`src/rtl/stopwatch_pkg.sv`:
```
// Shared types, BCD limits and BCD helper functions for the stopwatch.
`timescale 1ns/1ps
package stopwatch_pkg;

  typedef enum logic [1:0] {
    IDLE = 2'd0,
    RUN  = 2'd1,
    STOP = 2'd2,
    LAP  = 2'd3
  } sw_state_t;

  localparam int CS_MAX  = 99;
  localparam int SEC_MAX = 59;

  // Convert 0..99 into two packed BCD digits, tens in [7:4].
  function automatic logic [7:0] to_bcd8(input int v);
    logic [7:0] r;
    r[7:4] = 4'((v / 10) % 10);
    r[3:0] = 4'(v % 10);
    return r;
  endfunction

  // Increment a two-digit BCD value, returning to 00 after 'last'.
  function automatic logic [7:0] bcd_inc8(input logic [7:0] v, input logic [7:0] last);
    logic [7:0] r;
    if (v == last) begin
      r = 8'h00;
    end else if (v[3:0] == 4'd9) begin
      r = {v[7:4] + 4'd1, 4'd0};
    end else begin
      r = {v[7:4], v[3:0] + 4'd1};
    end
    return r;
  endfunction

  localparam logic [7:0] CS_LAST  = to_bcd8(CS_MAX);
  localparam logic [7:0] SEC_LAST = to_bcd8(SEC_MAX);

endpackage

```
`src/rtl/bcd_time_counter.sv`:
```
// Cascaded BCD centisecond/second/minute counter with wrap at WRAP_MIN minutes.
`timescale 1ns/1ps
module bcd_time_counter
  import stopwatch_pkg::*;
#(
  parameter int WRAP_MIN = 60
) (
  input  logic       clk,
  input  logic       n_rst,
  input  logic       en,
  input  logic       clear,
  output logic [7:0] min,
  output logic [7:0] sec,
  output logic [7:0] cs
);

  // Last legal minute value in BCD; reaching it at :59.99 wraps the whole time to zero.
  localparam logic [7:0] MIN_LAST = to_bcd8(WRAP_MIN - 1);

  logic [7:0] cs_reg,  cs_next;
  logic [7:0] sec_reg, sec_next;
  logic [7:0] min_reg, min_next;

  // Next-count logic: clear wins, otherwise ripple carries cs -> sec -> min.
  always_comb begin
    cs_next  = cs_reg;
    sec_next = sec_reg;
    min_next = min_reg;
    if (clear) begin
      cs_next  = 8'h00;
      sec_next = 8'h00;
      min_next = 8'h00;
    end else if (en) begin
      cs_next = bcd_inc8(cs_reg, CS_LAST);
      if (cs_reg == CS_LAST) begin
        sec_next = bcd_inc8(sec_reg, SEC_LAST);
        if (sec_reg == SEC_LAST) begin
          min_next = bcd_inc8(min_reg, MIN_LAST);
        end
      end
    end
  end

  // Counter registers.
  always_ff @(posedge clk or negedge n_rst) begin
    if (!n_rst) begin
      cs_reg  <= 8'h00;
      sec_reg <= 8'h00;
      min_reg <= 8'h00;
    end else begin
      cs_reg  <= cs_next;
      sec_reg <= sec_next;
      min_reg <= min_next;
    end
  end

  assign cs  = cs_reg;
  assign sec = sec_reg;
  assign min = min_reg;

endmodule

```
`src/rtl/stopwatch_ctrl.sv`:
```
// Stopwatch control: run/stop/lap FSM, lap freeze register and display select.
`timescale 1ns/1ps
module stopwatch_ctrl
  import stopwatch_pkg::*;
#(
  parameter int WRAP_MIN = 60
) (
  input  logic       clk,
  input  logic       n_rst,
  input  logic       start_stop,
  input  logic       lap_reset,
  input  logic       tick,
  output logic [7:0] disp_min,
  output logic [7:0] disp_sec,
  output logic [7:0] disp_cs,
  output logic       running,
  output logic       lap_active
);

  sw_state_t  state_reg, state_next;
  logic       running_reg, lap_active_reg;

  logic       count_en, count_clear, lap_capture;
  logic [7:0] live_min, live_sec, live_cs;
  logic [7:0] lap_min_reg, lap_sec_reg, lap_cs_reg;

  // Next-state decode; start_stop takes priority when both buttons fire together.
  always_comb begin
    state_next = state_reg;
    case (state_reg)
      IDLE: if (start_stop) state_next = RUN;
      RUN: begin
        if (start_stop)     state_next = STOP;
        else if (lap_reset) state_next = LAP;
      end
      LAP: begin
        if (start_stop)     state_next = STOP;
        else if (lap_reset) state_next = RUN;
      end
      STOP: begin
        if (start_stop)     state_next = RUN;
        else if (lap_reset) state_next = IDLE;
      end
      default: state_next = IDLE;
    endcase
  end

  // Counter control from the registered state, so a transition on the same edge keeps its tick.
  always_comb begin
    count_en    = tick && ((state_reg == RUN) || (state_reg == LAP));
    count_clear = (state_reg == STOP) && lap_reset && !start_stop;
    lap_capture = (state_reg == RUN)  && lap_reset && !start_stop;
  end

  // FSM state and its registered status outputs.
  always_ff @(posedge clk or negedge n_rst) begin
    if (!n_rst) begin
      state_reg      <= IDLE;
      running_reg    <= 1'b0;
      lap_active_reg <= 1'b0;
    end else begin
      state_reg      <= state_next;
      running_reg    <= (state_next == RUN) || (state_next == LAP);
      lap_active_reg <= (state_next == LAP);
    end
  end

  // Lap register grabs the pre-increment live time on entry to LAP.
  always_ff @(posedge clk or negedge n_rst) begin
    if (!n_rst) begin
      lap_min_reg <= 8'h00;
      lap_sec_reg <= 8'h00;
      lap_cs_reg  <= 8'h00;
    end else if (lap_capture) begin
      lap_min_reg <= live_min;
      lap_sec_reg <= live_sec;
      lap_cs_reg  <= live_cs;
    end
  end

  bcd_time_counter #(
    .WRAP_MIN (WRAP_MIN)
  ) u_counter (
    .clk   (clk),
    .n_rst (n_rst),
    .en    (count_en),
    .clear (count_clear),
    .min   (live_min),
    .sec   (live_sec),
    .cs    (live_cs)
  );

  // Display shows the frozen lap time while in LAP, otherwise the live count.
  always_comb begin
    if (state_reg == LAP) begin
      disp_min = lap_min_reg;
      disp_sec = lap_sec_reg;
      disp_cs  = lap_cs_reg;
    end else begin
      disp_min = live_min;
      disp_sec = live_sec;
      disp_cs  = live_cs;
    end
  end

  assign running    = running_reg;
  assign lap_active = lap_active_reg;

endmodule

```
`config.mk`:
```
export PLATFORM = sky130hd
export DESIGN_NAME = stopwatch_ctrl
export DESIGN_NICKNAME = d
export VERILOG_FILES = /design/src/rtl/stopwatch_pkg.sv /design/src/rtl/bcd_time_counter.sv /design/src/rtl/stopwatch_ctrl.sv
export SDC_FILE = /design/constraint.sdc
export NUM_CORES = 1
export LEC_CHECK = 0
export BUFFER_PORTS_ARGS = -buffer_cell sky130_fd_sc_hd__buf_4
export CAP_MARGIN = 5
export CORE_MARGIN = 5
export CORE_UTILIZATION = 58
export DETAILED_ROUTE_END_ITERATION = 8
export PLACE_DENSITY = 0.79
export SLEW_MARGIN = 0
export SYNTH_ARGS = -nofsm -noshare
export SYNTH_HDL_FRONTEND = slang
export SYNTH_SLANG_ARGS = --single-unit
```
`constraint.sdc`:
```
create_clock -name clk -period 2.8 [get_ports clk]
set_input_delay 0.56 -clock clk [delete_from_list [all_inputs] [get_ports clk]]
set_output_delay 0.56 -clock clk [all_outputs]
set_load 0.02 [all_outputs]
```
After elaboration in Yosys (flattened, before gate mapping). Cells that the tools add are included.

RAM bits: 0. Register bits: 52. Latch bits: 0. Memories: 0. Output and inout port bits: 26. Memory bits (read-only): 0.

Muxes and demuxes: 26. $lt $le $gt $ge: 0. Add/subtract/negate cells: 6. Eq/ne operators: 11. Div/mod/pow operators: 0. Bitwise gates (word level): 0. Shift-type cells: 0. $mul: 0. Reduce and logical (&&, ||, !) cells: 20.

Operators by type and width (count): $mux W8 (18); $add A4 B1 Y4 const B (6); $eq A8 B7 Y1 const B (2); $mux W2 (7); $eq A4 B4 Y1 const B (3); $reduce_bool A3 Y1 (3); $eq A8 B8 Y1 const B (1); $pmux W2 S4 (1); $eq A2 B2 Y1 const B (3); $reduce_and A3 Y1 (2); $reduce_bool A2 Y1 (3); $logic_and A1 B1 Y1 (5); $eq A2 B1 Y1 const B (2); $reduce_and A2 Y1 (2); $reduce_and A4 Y1 (1); $logic_not A2 Y1 (1); $logic_or A1 B1 Y1 (2); $logic_not A1 Y1 (1).

Longest topological paths before layout.
Word-level depth: 7. Gate-level depth with buffers: 7.

By module. A second synthesis with hierarchy kept.

Cells, all modules: 234. Area, all modules: 2845.2 sq um.

Modules (own cells, without submodules): stopwatch_ctrl (seq. area each 675.6 sq um, instances 1, cells each 91, area each 1426.4 sq um); bcd_time_counter (seq. area each 600.6 sq um, instances 1, cells each 143, area each 1418.9 sq um).

Worst setup path before layout. No wires, ideal clock.

Kind: flip-flop to output port. Start point: register state_reg[0]. End point: output port disp_min[0]. Path buffers: 2. Arrival time: 1419 ps. Stages on the path, launching flop included: 5. Setup slack: 821 ps. Data required time: 2240 ps. Cells stage by stage: dfrtp_1 buf_6 nand2_1 clkbuf_1 mux2_2.

Longest elaborated chain between the ends: 2.

Ends and longest elaborated chain: from (decl) (line stopwatch_ctrl.sv:20) `sw_state_t state_reg, state_next;`; from (signal assigned) (line stopwatch_ctrl.sv:62) `state_reg <= state_next;`; $eq A2 B2 Y1 (line stopwatch_ctrl.sv:95) `if (state_reg == LAP) begin`; $mux W8 (line stopwatch_ctrl.sv:95); to (decl) (line stopwatch_ctrl.sv:13) `output logic [7:0] disp_min,`.

Every way passes these cells.

Worst setup path after layout.
Start point: register state_reg[0]. End point: output port disp_sec[5].

Longest elaborated chain between the ends: 2.

Ends and longest elaborated chain: $eq A2 B2 Y1 (line stopwatch_ctrl.sv:95); $mux W8 (line stopwatch_ctrl.sv:95); to (decl) (line stopwatch_ctrl.sv:14) `output logic [7:0] disp_sec,`.

Every way passes these cells.

==> summary.json <==
{
  "timing": {
    "period_share_pct": 81.0,
    "finalSetupViolCount": 0,
    "setup_total_negative_slack_ns": 0,
    "timing_worst_slew_pin_value_ns": 0.661,
    "worst_clock_skew_ns": 0.00775,
    "rsz0062_at_grt": "no",
    "max-slew-margin-rel_pct": 56.0,
    "fmax_ghz": 0.441,
    "final.min_clock_period_ns": 2.27,
    "drv_slew": 0,
    "finalHoldViolations": 0
  },
  "setup_path": {
    "worstRegToRegCells": 6,
    "reg2reg_to": "u_counter.min[2]",
    "ff2ff_setup_slack_ns": 0.72,
    "worst_r2r_start": "u_counter.sec[1]",
    "worst_setup_path_startpoint": "state_reg[0]",
    "worst_setup_path_endpoint": "disp_sec[5]",
    "critical_path_required_ns": 2.24,
    "path_class": "reg2out",
    "end_kind": "primary output",
    "timing.critical_path.from_type": "flop",
    "path_max_fanout": 12,
    "critical_path_arrival_ns": 1.71
  },
  "place": {
    "io_buffers": 30,
    "place_congestion": 0.823,
    "dpl-instance-area_um2": 3160,
    "dp.final_hpwl_mm": 3.79
  },
  "yosys": {
    "synth-main-ff-cell": "dfrtp_1",
    "netlist-cell-type-count": 39,
    "net_count_synth": 269,
    "syn-instance-count": 252,
    "postSynth.asyncResetShare_pct": 100,
    "synth_edf_count": 0,
    "synth_sequential_area_ratio_pct": 45.6,
    "syn-mean-instance-area_um2": 11.3,
    "yosys_register_bits": 52,
    "syn_area_um2": 2850,
    "ys_warn_count": 0
  },
  "power": {
    "worst_ir_drop_vdd_mv": 0.486,
    "power.density_cell_area_nw_per_um2": 675,
    "leakagePower_nw": 1.69
  },
  "final_layout": {
    "area_growth_pct": 14.6,
    "num_antenna_cells": 0,
    "post-route-cell-area_um2": 3270,
    "layout_fillers": 370,
    "final-seq-area_um2": 1300,
    "nets": 303,
    "area_occupied_by_multi_input_gates_um2": 1470,
    "fraction_of_layout_instances_using_a_drive_strength_above_1_pct": 36.2
  },
  "grt": {
    "number_of_antenna_violations_at_the_first_check_in_global_routing": 0,
    "gr-total-overflow": 0,
    "number_of_global_route_vias_before_repair": 1952,
    "grt_usage_pct": 18.7,
    "pin_count_of_the_biggest_net_entering_global_routing": 53,
    "global_route_wire_length_before_repair_mm": 9.51
  },
  "outcome": {
    "run_status": "finished, final reports clean"
  },
  "floorplan": {
    "placement_rows": 25,
    "chipHeight_um": 80.1,
    "dieArea_um2": 6420,
    "initial_utilization_pct": 60.0,
    "dieWidth_um": 80.1,
    "core_area_um2": 4750,
    "io_pins": 31
  },
  "detailed_routing": {
    "detail_route.drc_violations": 0,
    "drt-vias-per-instance": 5.64,
    "total_via_count_after_detailed_routing": 1996,
    "routedLengthMet1_mm": 2.54,
    "number_of_detailed_route_iterations_in_the_first_pass": 4,
    "wirelength_mm": 5.49,
    "drt.antenna.violating_nets": 0,
    "routed_wire_length_per_instance_um": 15.5,
    "drt_first_iter_violations": 127,
    "dr_wl_met3_um": 160,
    "route.top_layer_used": "met4",
    "met2RoutedLength_mm": 2.73
  },
  "clock_tree": {
    "cts_made_buffers": 5,
    "clkLatencyLatePin_ns": 0.31,
    "clock_tree.buffer_depth": 2,
    "clock_tree.htree_level_count": 2,
    "post_cts.repair.setup_buffers": 0,
    "post_cts_resize_count": 0,
    "cts.sink_count": 52,
    "cts_hold_repair.buffers": 0,
    "clkSlewWorstSetupHoldPaths_ns": 0.09,
    "clock_tree_from_tritoncts": "built",
    "cts_root_buf": "clkbuf_8"
  },
  "job": {
    "max_cap_violations": 0
  },
  "worst_hold_path": {
    "worstHoldPathType": "in2async"
  }
}
[cells in the mapped netlist, types with 2 or more instances]
cell type   n  area, um^2
mux2_2     49         552
nand4_1     3        18.8
nand3_1     5        25.0
nor3_1      5        25.0
nand3b_4    2        40.0
buf_2       2        10.0
dfrtp_1    52        1300
xor2_1      2        17.5
clkbuf_1    5        18.8
and3b_1     6        52.6
or4_4       2        22.5
nor4_1      4        25.0
or3_1       6        37.5
o21ai_0    10        50.1
and2_1      5        31.3
inv_1       7        26.3
nand2_1    14        52.6
a21oi_1    12        60.1
nor3b_1     2        15.0
mux2i_1    10         100
nor2_1     20        75.1
ha_1       12         150
[logic make-up after synthesis]
family	Yosys count	synth area share (%)
buffers and inverters	17	2.94
AO/OA/AOI/OAI	25	4.74
multiplexers	59	22.9
flip-flops	52	45.6
adder cells (fa/ha/maj)	12	5.27
AND/OR/NAND/NOR	85	17.9
XOR/XNOR	2	0.614
[metrics by stage]
step	util, %	instances	setup slack [ns]	hold slack [ns]	power (mW)
detailed placement	66.5	346	0.734	0.492	1.71
global placement	66.5	346	0.790	0.484	1.69
global route	68.7	354	0.426	0.338	2.33
finish	68.7	354	0.532	0.280	2.20
floorplan	-	252	0.821	0.264	1.48
CTS	68.7	354	0.508	0.303	2.22
[worst max-delay path, stage by stage, from the launching register on]
cell	delay, ns
dfrtp_1	0.52
nand2_1	0.14
buf_4	0.22
mux2_2	0.36
buf_4	0.16
[metal layers]
| layer | global-route usage [%] | up-vias |
|---|---|---|
| li1 | - | 968 |
| met1 | 25.7 | 988 |
| met4 | 5.57 | 0 |
| met3 | 3.48 | 6 |
| met2 | 30.1 | 34 |
| met5 | 0 | - |
[worst min-delay path by stage]
stage,startpoint,to,cells after the start
2_1_floorplan,n_rst,lap_active,0
3_3_place_gp,lap_sec_reg[4],lap_sec_reg[4],1
3_5_place_dp,lap_min_reg[7],lap_min_reg[7],1
4_1_cts,n_rst,lap_cs_reg[7],1
5_1_grt,n_rst,lap_cs_reg[7],1
6_report,n_rst,lap_cs_reg[7],1
[final cells by class]
type | instances | share of cell area, %
sequential | 52 | 39.8
timing repair buffer | 37 | 8.50
tap | 67 | 2.57
clock buffer | 6 | 2.22
multi-input combinational | 183 | 45.0
inverter | 7 | 0.804
clock inverter | 2 | 1.07
[where the power goes]
group | internal [mW] | switching [mW]
logic | 0.336 | 0.368
clock network | 0.266 | 0.249
registers | 0.866 | 0.120
[placed cells by master (no fill, tap or decap), types with 6 or more instances in the layout]
cell,instances
o21ai_0,10
buf_4,37
mux2i_1,10
and3b_1,6
inv_1,7
dfrtp_1,52
or3_1,6
a21oi_1,12
mux2_2,49
nor2_1,20
nand2_1,14
ha_1,12
No activity file was read; power rests on OpenSTA's default activity.
